**src/rtl/register_bus_sequencer.sv**
```systemverilog
// Register bus sequencer: arbitrates the configuration register bus between a
// host and an internal write sequencer. On a configuration request it waits for
// the host to go idle, then writes the baud divisor (low byte, high byte) and,
// only if the frame fields change, the frame register. Unless the frame write
// was skipped, it then waits for the UART to report completion.
//
// Optional feature: define CFG_TIMEOUT_EN to bound the wait on config_done_i to
// TIMEOUT_CYCLES cycles and report an expired wait on cfg_error_o.
module register_bus_sequencer #(
  parameter int unsigned TIMEOUT_CYCLES = 1024
) (
  input  logic        clk_i,
  input  logic        rst_i,
  // Configuration request side
  input  logic        cfg_req_i,
  input  logic [15:0] cfg_divisor_i,
  input  logic [1:0]  cfg_data_width_i,
  input  logic [1:0]  cfg_parity_mode_i,
  input  logic [1:0]  cfg_stop_bits_i,
  output logic        cfg_ack_o,
  output logic        cfg_done_o,
  output logic        cfg_error_o,
  // Host bus side
  input  logic        host_read_i,
  input  logic        host_write_i,
  input  logic [2:0]  host_address_i,
  input  logic [7:0]  host_wdata_i,
  output logic        host_grant_o,
  // Configuration register file side
  output logic        reg_read_o,
  output logic        reg_write_o,
  output logic [2:0]  reg_address_o,
  output logic [7:0]  reg_wdata_o,
  // UART configuration status
  input  logic        config_done_i
);

  // Register file address codes
  localparam logic [2:0] CTR_ADDR  = 3'h0;
  localparam logic [2:0] STR_ADDR  = 3'h1;
  localparam logic [2:0] LDVR_ADDR = 3'h2;
  localparam logic [2:0] UDVR_ADDR = 3'h3;

  // Power-on frame settings of the UART: 8 data bits, no parity, 1 stop bit
  localparam logic [1:0] STD_DATA_WIDTH  = 2'b11;
  localparam logic [1:0] STD_PARITY_MODE = 2'b00;
  localparam logic [1:0] STD_STOP_BITS   = 2'b00;
  localparam logic [5:0] STD_FRAME = {STD_DATA_WIDTH, STD_PARITY_MODE, STD_STOP_BITS};

  // The timeout compare needs a count range of at least 0..1
  if (TIMEOUT_CYCLES < 2) begin : gen_bad_timeout
    $error("TIMEOUT_CYCLES must be at least 2");
  end

  typedef enum logic [2:0] {
    StIdle,
    StWaitBus,
    StWrLdvr,
    StWrUdvr,
    StWrStr,
    StWaitCdone,
    StDone
  } state_e;

  state_e      state_q, state_d;
  logic [15:0] divisor_q, divisor_d;
  logic [5:0]  frame_q, frame_d;    // {DWID, PMID, SBID} captured with the request
  logic [5:0]  shadow_q, shadow_d;  // last frame value written to the UART
  logic        cdone_q;

  logic        cdone_rise;
  logic        seq_write;
  logic [2:0]  seq_address;
  logic [7:0]  seq_wdata;
  logic        timeout_hit;

  assign cdone_rise = config_done_i & ~cdone_q;

`ifdef CFG_TIMEOUT_EN
  localparam int unsigned CntW = (TIMEOUT_CYCLES > 2) ? $clog2(TIMEOUT_CYCLES) : 1;
  localparam logic [CntW-1:0] CntLast = CntW'(TIMEOUT_CYCLES - 1);

  logic [CntW-1:0] timer_q, timer_d;

  assign timeout_hit = (timer_q == CntLast);

  // Wait-cycle counter: cleared on the way into WAIT_CDONE, counts while there
  always_comb begin
    timer_d = timer_q;
    if (state_q == StWrStr) begin
      timer_d = '0;
    end else if (state_q == StWaitCdone) begin
      timer_d = timer_q + 1'b1;
    end
  end

  // Wait-cycle counter register
  always_ff @(posedge clk_i or posedge rst_i) begin
    if (rst_i) begin
      timer_q <= '0;
    end else begin
      timer_q <= timer_d;
    end
  end
`else
  assign timeout_hit = 1'b0;
`endif

  // Sequencer next-state, operand capture and pulse outputs
  always_comb begin
    state_d      = state_q;
    divisor_d    = divisor_q;
    frame_d      = frame_q;
    shadow_d     = shadow_q;
    cfg_ack_o    = 1'b0;
    cfg_done_o   = 1'b0;
    cfg_error_o  = 1'b0;
    host_grant_o = 1'b1;
    seq_write    = 1'b0;
    seq_address  = CTR_ADDR;
    seq_wdata    = 8'h00;

    unique case (state_q)
      StIdle: begin
        if (cfg_req_i) begin
          divisor_d = cfg_divisor_i;
          frame_d   = {cfg_data_width_i, cfg_parity_mode_i, cfg_stop_bits_i};
          cfg_ack_o = 1'b1;
          state_d   = StWaitBus;
        end
      end

      StWaitBus: begin
        // The host keeps the bus until it has no access in flight
        if (!host_read_i && !host_write_i) begin
          state_d = StWrLdvr;
        end
      end

      StWrLdvr: begin
        host_grant_o = 1'b0;
        seq_write    = 1'b1;
        seq_address  = LDVR_ADDR;
        seq_wdata    = divisor_q[7:0];
        state_d      = StWrUdvr;
      end

      StWrUdvr: begin
        host_grant_o = 1'b0;
        seq_write    = 1'b1;
        seq_address  = UDVR_ADDR;
        seq_wdata    = divisor_q[15:8];
        // An unchanged frame needs no STR write and no reconfiguration wait
        state_d      = (frame_q == shadow_q) ? StDone : StWrStr;
      end

      StWrStr: begin
        host_grant_o = 1'b0;
        seq_write    = 1'b1;
        seq_address  = STR_ADDR;
        seq_wdata    = {2'b00, frame_q};
        shadow_d     = frame_q;
        state_d      = StWaitCdone;
      end

      StWaitCdone: begin
        if (cdone_rise) begin
          state_d = StDone;
        end else if (timeout_hit) begin
          cfg_error_o = 1'b1;
          state_d     = StIdle;
        end
      end

      StDone: begin
        cfg_done_o = 1'b1;
        state_d    = StIdle;
      end

      default: begin
        state_d = StIdle;
      end
    endcase
  end

  // Register bus mux: host passes straight through while it holds the grant
  always_comb begin
    reg_read_o    = 1'b0;
    reg_write_o   = seq_write;
    reg_address_o = seq_address;
    reg_wdata_o   = seq_wdata;
    if (host_grant_o) begin
      reg_read_o    = host_read_i;
      reg_write_o   = host_write_i;
      reg_address_o = host_address_i;
      reg_wdata_o   = host_wdata_i;
    end
  end

  // Sequencer state, captured operands, frame shadow and config_done_i history
  always_ff @(posedge clk_i or posedge rst_i) begin
    if (rst_i) begin
      state_q   <= StIdle;
      divisor_q <= 16'h0000;
      frame_q   <= 6'h00;
      shadow_q  <= STD_FRAME;
      cdone_q   <= 1'b0;
    end else begin
      state_q   <= state_d;
      divisor_q <= divisor_d;
      frame_q   <= frame_d;
      shadow_q  <= shadow_d;
      cdone_q   <= config_done_i;
    end
  end

endmodule

```
**config.mk**
```make
export PLATFORM = sky130hd
export DESIGN_NAME = register_bus_sequencer
export DESIGN_NICKNAME = d
export VERILOG_FILES = /design/src/rtl/register_bus_sequencer.sv
export SDC_FILE = /design/constraint.sdc
export NUM_CORES = 1
export LEC_CHECK = 0
export CELL_PAD_IN_SITES_DETAIL_PLACEMENT = 1
export CELL_PAD_IN_SITES_GLOBAL_PLACEMENT = 1
export CORE_MARGIN = 5
export CORE_UTILIZATION = 36
export DETAILED_ROUTE_END_ITERATION = 8
export GPL_TIMING_DRIVEN = 0
export PLACE_DENSITY = 0.9
export SLEW_MARGIN = 20
export SYNTH_ARGS = -nofsm -noshare
export SYNTH_HDL_FRONTEND = slang
export SYNTH_SLANG_ARGS = --single-unit
```
**constraint.sdc**
```tcl
create_clock -name clk_i -period 2.1 [get_ports clk_i]
set_input_delay 0.21 -clock clk_i [delete_from_list [all_inputs] [get_ports clk_i]]
set_output_delay 0.21 -clock clk_i [all_outputs]
set_load 0.03 [all_outputs]
```
==> out/summary.md, run 1 <==
The run finished with clean final reports. For this run, the top clock speed supported by timing is 0.486 GHz. In the synthesized netlist the dominant register cell turns out to be sky130_fd_sc_hd__dfrtp_1.

The first TritonRoute pass finished after 4 iterations. The logs give 26.0% for the met2 demand-to-capacity share in global routing and 534 for the number of inserted filler cells in the final layout. The share of total power dissipated in combinational logic is 55.9%. The sequential cell area fraction in the yosys report was 45.2%. During synthesis, Yosys emitted a total of 0 warnings. The kind of critical path is flop to output port.

Clock tree synthesis inserted a total of 5 buffers. The per-cell via count in the routed design is 4.95, and the pin count of the biggest net entering global routing is 33. Power spread over the standard cell area amounts to 1510 nW/µm². Cell internal power was estimated by the tool at 2.23 mW. The remaining design rule violation count was 0; the required time of the critical path was 1.89 ns. The starting density of the core is 37.3%, and the part of the power in registers is 31.4%. The routed wire length per instance works out to 17.2 µm.

Setup repair after global routing could not meet its margin everywhere. Of the available clock period, the critical path in the final layout requires 98.0%. In this run the deepest clock path goes through 2 buffers.

On the critical path the largest part of the delay comes from buffers and inverters. The critical path capture point type is an output port. Walking the worst path, the cells encountered are buf_2, nor2_1, and3_1, buf_4, buf_6, clkdlybuf4s15_2.

TritonCTS built the clock tree. The vertical die dimension works out to 80.2 µm. Count of hold buffers inserted by post-cts repair: 0.

The congestion estimate from routability-driven global placement came to 0.827. The clock network burns 12.7% of the power. The core region is 4750 µm².

The floorplan step defined a die boundary enclosing 6440 µm². The H-tree generated during clock tree synthesis spans 2 levels. The fraction of layout cells with a size suffix above 1 is 31.8%. The vias after detailed routing was 1,376. For this run, the share of the core covered by cells in the final layout is 52.4%.

Number of enable flip-flop cells after synthesis: 0. For the tightest slew margin relative to the limit, the log shows 55.5%. Total power for the finished layout comes to 3.76 mW. Along the worst path, the maximum fanout reaches 10.

Type of the tightest min-delay check: primary input to asynchronous set/reset pin. The run gives 25 as the number of placement rows. For the final database, setup skew stands at 0.00139 ns.

The via count of the first global-routing pass was 1,504. At the pin with the least slew margin, the transition time is 0.667 ns. STA puts the critical path data arrival time at 1.85 ns. Global routing consumed, on the met1 layer, 19.5% of the routing resources. The total inserted antenna cells was 0; the post-detailed-route count of antenna-violating nets was 0.

Max-cap violations in this run came to 0. The number of antenna violations at the first check in global routing is 0. The number of instances in the synthesized netlist came out at 149. The clock tree root driver cell was sky130_fd_sc_hd__clkbuf_8.

The element type at the critical path start was a flop. The switching power is 1.53 mW. Measured along the x axis, the die boundary spans 80.2 µm. Global routing used 15.6% of the available tracks.

For the detailed placement HPWL, the log shows 3550 µm. The total overflow left after global routing is 0. The library cell contributing the largest single delay on the critical path is sky130_fd_sc_hd__dfrtp_1. The cell area that synthesis handed to floorplanning was 1780 µm². The detailed router finished its first iteration with 45 violations. Global routing used 3.81% of the available met3 tracks. Hold is met by 0.347 ns. The final-layout setup total negative slack was 0 ns. The run gives 2400 µm² as the post-placement cell area.

The delay contributed by the slowest stage of the critical path works out to 0.37 ns. The number of nets at the end of the flow is 249, and the synthesized net count is 188. Of all flip-flops after synthesis, the portion carrying an async set or reset was 100%. For this block, the routed nets add up to 4790 µm of wire. met2 is the most crowded layer. The logs give 1.13 nW for the static leakage and 0 for the final count of pins violating max slew. A synthesized cell averages 11.9 µm². Net switching is 40.7% of the power.

Count of buffering cells on the critical path with inverters included: 4. Setup violations remaining at the end of the flow were counted as 0. The clock period could shrink to 2.06 ns. The first global-routing pass estimated 7600 µm of wire. After routing the design area is 2490 µm². The run gives 32 as the number of clock sinks. Final hold violation count: 0. The number of buffer cells added on primary ports was 54. The worst-skew pair later-pin latency was 0.28 ns; the number of unique standard cell types used by synthesis was 32. The number of storage elements in the synthesis netlist works out to 32.

The clock-pin slew on the worst setup and hold paths is 0.06 ns. The area growth from synthesis to final layout works out to 40.2%. VDD sags by at most 0.668 mV. During I/O placement, the number of pins put on the boundary was 56.
-- layout by cell type (no fill, tap or decap), types with 2 or more instances in the layout --
cell,Yosys,layout
sky130_fd_sc_hd__clkdlybuf4s15_2,0,3
sky130_fd_sc_hd__buf_6,2,4
sky130_fd_sc_hd__clkdlybuf4s50_1,0,38
sky130_fd_sc_hd__buf_2,5,7
sky130_fd_sc_hd__nand2b_1,4,3
sky130_fd_sc_hd__mux2i_1,14,14
sky130_fd_sc_hd__and2_1,2,2
sky130_fd_sc_hd__mux2_2,9,9
sky130_fd_sc_hd__clkbuf_1,2,2
sky130_fd_sc_hd__nor2_1,4,4
sky130_fd_sc_hd__mux2_4,19,19
sky130_fd_sc_hd__xor2_1,6,6
sky130_fd_sc_hd__o211ai_1,6,6
sky130_fd_sc_hd__inv_1,4,3
sky130_fd_sc_hd__buf_4,2,6
sky130_fd_sc_hd__dfstp_2,2,2
sky130_fd_sc_hd__a21oi_1,6,5
sky130_fd_sc_hd__clkbuf_8,0,6
sky130_fd_sc_hd__dlygate4sd2_1,0,2
sky130_fd_sc_hd__o21ai_0,8,7
sky130_fd_sc_hd__clkbuf_2,0,4
sky130_fd_sc_hd__nand2_1,9,9
sky130_fd_sc_hd__dfrtp_1,30,29
-- through the flow --
stage | instances | setup WS, ns
after floorplan | 149 | 0.151
after global placement | 270 | -0.256
after detailed placement | 270 | -0.326
after CTS | 278 | -0.0997
after global routing | 278 | -0.0476
final | 278 | 0.0426
-- metal layers --
layer	vias to the layer above	wire length (µm)
met2	45	2380
li1	652	-
met4	0	82
met1	673	2010
met3	6	307
met5	-	0
-- flip-flops by register name, summed over array words and instances (netlist names) --
register	flops
shadow_q	6
divisor_q	16
frame_q	6
state_q	3
cdone_q	1
-- power by group through the flow --
stage,sequential [mW],clock (mW),combinational [mW]
after floorplan,1.10,0,1.51
after global placement,1.16,0,2.07
after detailed placement,1.18,0,2.13
after CTS,1.18,0.494,2.09
after global routing,1.23,0.519,2.26
final,1.18,0.475,2.10
-- cell type report --
class	count	area, µm²	area share [%]
inverter	4	15.0	0.603
timing repair buffer	54	499	20.1
clock buffer	8	90.1	3.62
multi-input combinational	102	910	36.5
sequential	32	805	32.3
buffer	11	87.6	3.52
tap	67	83.8	3.37
-- logic make-up (layout without fill, tap and decap cells) --
family	after synthesis	after routing	synth area share (%)
muxes	42	42	29.7
DFF	32	32	45.2
AOI/OAI and AO/OA	27	27	9.80
and+or+nand+nor	26	26	7.33
buffers and inverters	15	77	4.79
xor gates and xnor gates	6	6	2.96
other	1	1	0.211
-- path summary, 6_finish.rpt --
kind / from / to / slack, ns / depth (start not counted)
max: state_q[0] / cfg_ack_o / 0.04 / 6
min: rst_i / frame_q[5] / 0.35 / 2
max reg2reg: state_q[0] / frame_q[5] / 0.42 / 6
min reg2reg: divisor_q[9] / divisor_q[9] / 0.51 / 1
max in group asynchronous: rst_i / state_q[2] / 1.27 / 2
min in group clk_i: config_done_i / cdone_q / 0.42 / 1
-- Yosys cell counts, types with 4 or more instances --
cell	number	area share (%)
sky130_fd_sc_hd__a21oi_1	6	1.7
sky130_fd_sc_hd__buf_2	5	1.4
sky130_fd_sc_hd__dfrtp_1	30	42
sky130_fd_sc_hd__inv_1	4	0.85
sky130_fd_sc_hd__mux2_2	9	5.7
sky130_fd_sc_hd__mux2_4	19	16
sky130_fd_sc_hd__mux2i_1	14	7.9
sky130_fd_sc_hd__nand2_1	9	1.9
sky130_fd_sc_hd__nand2b_1	4	1.4
sky130_fd_sc_hd__nor2_1	4	0.85
sky130_fd_sc_hd__o211ai_1	6	2.5
sky130_fd_sc_hd__o21ai_0	8	2.3
sky130_fd_sc_hd__xor2_1	6	3.0
-- what timing repair did --
item	CTS	global route
endpoints found under the setup margin	16	13
resized for setup	63	20
setup buffers	0	0
Power figures use the tool's default switching activity.
==> run 2: changes to the inputs <==
ABC_CLOCK_PERIOD_IN_PS = 2100   (was not set)
SLEW_MARGIN = 5   (was 20)
==> results of run 2 <==
Same layout as run 1: the final DEF is identical, and so are final timing and power.
==> run 3: changes to the inputs <==
GPL_TIMING_DRIVEN = not set   (was 0)
==> out/summary.md, run 3 (synthesis gave the netlist of run 1 again) <==
The run finished with clean final reports. The number of placement rows was 25 (unchanged); the count of hold buffers inserted by post-cts repair was 0 (unchanged). The area growth from synthesis to final layout is 38.5%. The total core area was 4750 µm² (unchanged). The worst setup path is captured at an output port. The run gives 0 ns (unchanged) as the final-layout setup total negative slack. The routed wire length per instance was 16.0 µm (-7.1%). The total power per unit cell area is 1510 nW/µm² (about the same). The register with the highest flop count was divisor_q. The total inserted antenna cells is 0 (unchanged), and the number of buffer cells added on primary ports is 54 (unchanged).

For the static leakage, the log shows 1.12 nW (-0.99%). Leaving out fill and tap cells, the most frequent cell in the layout is sky130_fd_sc_hd__clkdlybuf4s50_1. The clock-pin slew on the worst setup and hold paths came out at 0.06 ns (about the same). Remaining design rule violation count: 0 (unchanged). Via count of the first global-routing pass: 1,443 (-4.1%). The total placed cells including tap cells was 267 (-1.1%); the clock buffer count from CTS was 5 (unchanged). Final critical-path required period: 1.92 ns (-0.141 ns).

The total die area was 6440 µm² (unchanged). The met1 routed wirelength after detailed routing is 1930 µm (-4.0%). TritonCTS built the clock tree. The run gives 0 (unchanged) as the buffer count from post-CTS setup fixing. The worst-skew pair later-pin latency was 0.28 ns (about the same); the number of antenna violations at the first check in global routing was 0 (unchanged).

The tools report the worst setup margin as 0.183 ns (+0.141 ns). The worst setup path is launched from a flop. The number of clock sinks is 32 (unchanged). The library cells used most frequently in the layout, excluding fill and tap cells, are sky130_fd_sc_hd__clkdlybuf4s50_1, sky130_fd_sc_hd__dfrtp_1, sky130_fd_sc_hd__buf_4. The required time of the critical path was 1.89 ns (about the same).

The number of nets at the end of the flow was 246 (-1.2%); the die outline width was 80.2 µm (unchanged). The routed length on met3 is 273 µm (-11%). The detailed-route wire length was 4400 µm (-8.1%).

The number of flip-flops under the largest register name was 16 (unchanged); the smallest hold slack was 0.313 ns (-0.0347 ns). The vertical die dimension came out at 80.2 µm (unchanged). The highest net fanout along the worst path is 16 (+6), and the post-detailed-route count of antenna-violating nets is 0 (unchanged).

The pin count of the biggest net entering global routing was 33 (unchanged); the total congestion overflow after global routing was 0 (unchanged). Setup repair after global routing left no endpoint under its margin. The global router's overall resource usage is 14.8% (-0.82 points). Number of search-and-repair iterations in the first detailed-routing pass: 3 (-1). The run gives 3350 µm as the detailed placement HPWL.

The tools report the post-placement cell area as 2350 µm² (-1.9%). Post-layout instance area: 2460 µm² (-1.3%). For the routed wire length on met2, the log shows 2130 µm (-11%). Kind of critical path: flop to output port.

The number of cells traversed by the worst register-to-register path is 5 (-1). The largest registers in the layout are divisor_q x16, frame_q x6, shadow_q x6. Worst path arrival time: 1.71 ns (-0.14 ns). The top-level port count was 56 (unchanged). The count of final setup violators came out at 0 (unchanged). The run gives 275 (-1.1%) as the final instance count without filler cells. The global-route wire length before repair was 7180 µm (-5.5%). Clock tree root driver cell: sky130_fd_sc_hd__clkbuf_8. Worst setup timing slack at the placement stage: 0.236 ns (+0.562 ns).

The worst-case vdd ir drop was 0.671 mV (+0.44%). The detailed router used layers up to and including met4. The number of buffers between clock root and the deepest sink was 2 (unchanged).

The tools report the starting density of the core as 37.3% (unchanged). The per-cell via count in the routed design is 4.95 (about the same). The tools report the final weighted congestion in routability-driven placement as 0.739 (-11%). The fraction of layout cells with a size suffix above 1 was 30.3% (-1.5 points). The tools report the maximum operating frequency as 0.522 GHz (+7.4%). The run gives 2 (unchanged) as the maximum level of the CTS H-tree. The vias after detailed routing is 1,361 (-1.1%). The tools report the share of the core filled with cells as 51.7% (-0.66 points). The type of the tightest min-delay check is primary input to asynchronous set/reset pin. For the initial detailed-routing violation count, the log shows 46 (+2.2%). The run gives 0 (unchanged) as the final hold violation count. The final period utilization was 91.3% (-6.7 points); the sum of internal, switching and leakage power was 3.71 mW (-1.2%).

The logs give 0.00334 ns (+0.00195 ns) for the clock tree skew after final layout and 0 (unchanged) for the max-capacitance violation count. The final count of pins violating max slew is 0 (unchanged).
-- run 3: cell count changes in the layout (fill, tap and decap cells not counted), sizes merged --
| cell | delta |
|---|---|
| buf | +5 |
| clkdlybuf4s15 | -4 |
| clkbuf | -4 |
-- run 3: where the power goes --
group	leakage [nW]	switching, mW	internal (mW)	total, mW
logic	0.692	0.987	1.02	2.00
clock network	0.0515	0.211	0.299	0.509
registers	0.378	0.260	0.940	1.20
-- run 3: worst paths after layout --
check                               from      endpoint  slack (ns)
hold / removal                     rst_i    frame_q[0]        0.31
setup reg to reg              state_q[0]  divisor_q[2]        0.41
hold reg to reg             divisor_q[2]  divisor_q[2]        0.51
setup / recovery              state_q[0]     cfg_ack_o        0.18
min in group clk_i         config_done_i       cdone_q        0.41
max in group asynchronous          rst_i   shadow_q[5]        1.46
-- run 3: critical path: stages (launching register included) --
cell	delay [ns]
sky130_fd_sc_hd__dfrtp_1	0.37
sky130_fd_sc_hd__buf_4	0.21
sky130_fd_sc_hd__nor2_1	0.19
sky130_fd_sc_hd__and3_1	0.23
sky130_fd_sc_hd__buf_6	0.22
sky130_fd_sc_hd__buf_4	0.20
-- run 3: per-layer routing --
metal,up-vias,global-route usage [%]
li1,644,-
met1,668,17.8
met2,42,25.2
met3,7,4.26
met4,0,4.56
met5,-,0
-- run 3: area by class of cell --
type	count	area (µm²)
Sequential cell	32	803
Multi-Input combinational cell	102	890
Fill cell	536	2300
Tap cell	67	83.8
Inverter	4	15.0
Clock buffer	8	100
Timing Repair Buffer	62	567
-- run 3: timing repair --
action	in CTS	in global routing
endpoints found under the setup margin	2	5
cloned	0	0
gates resized for setup	2	3
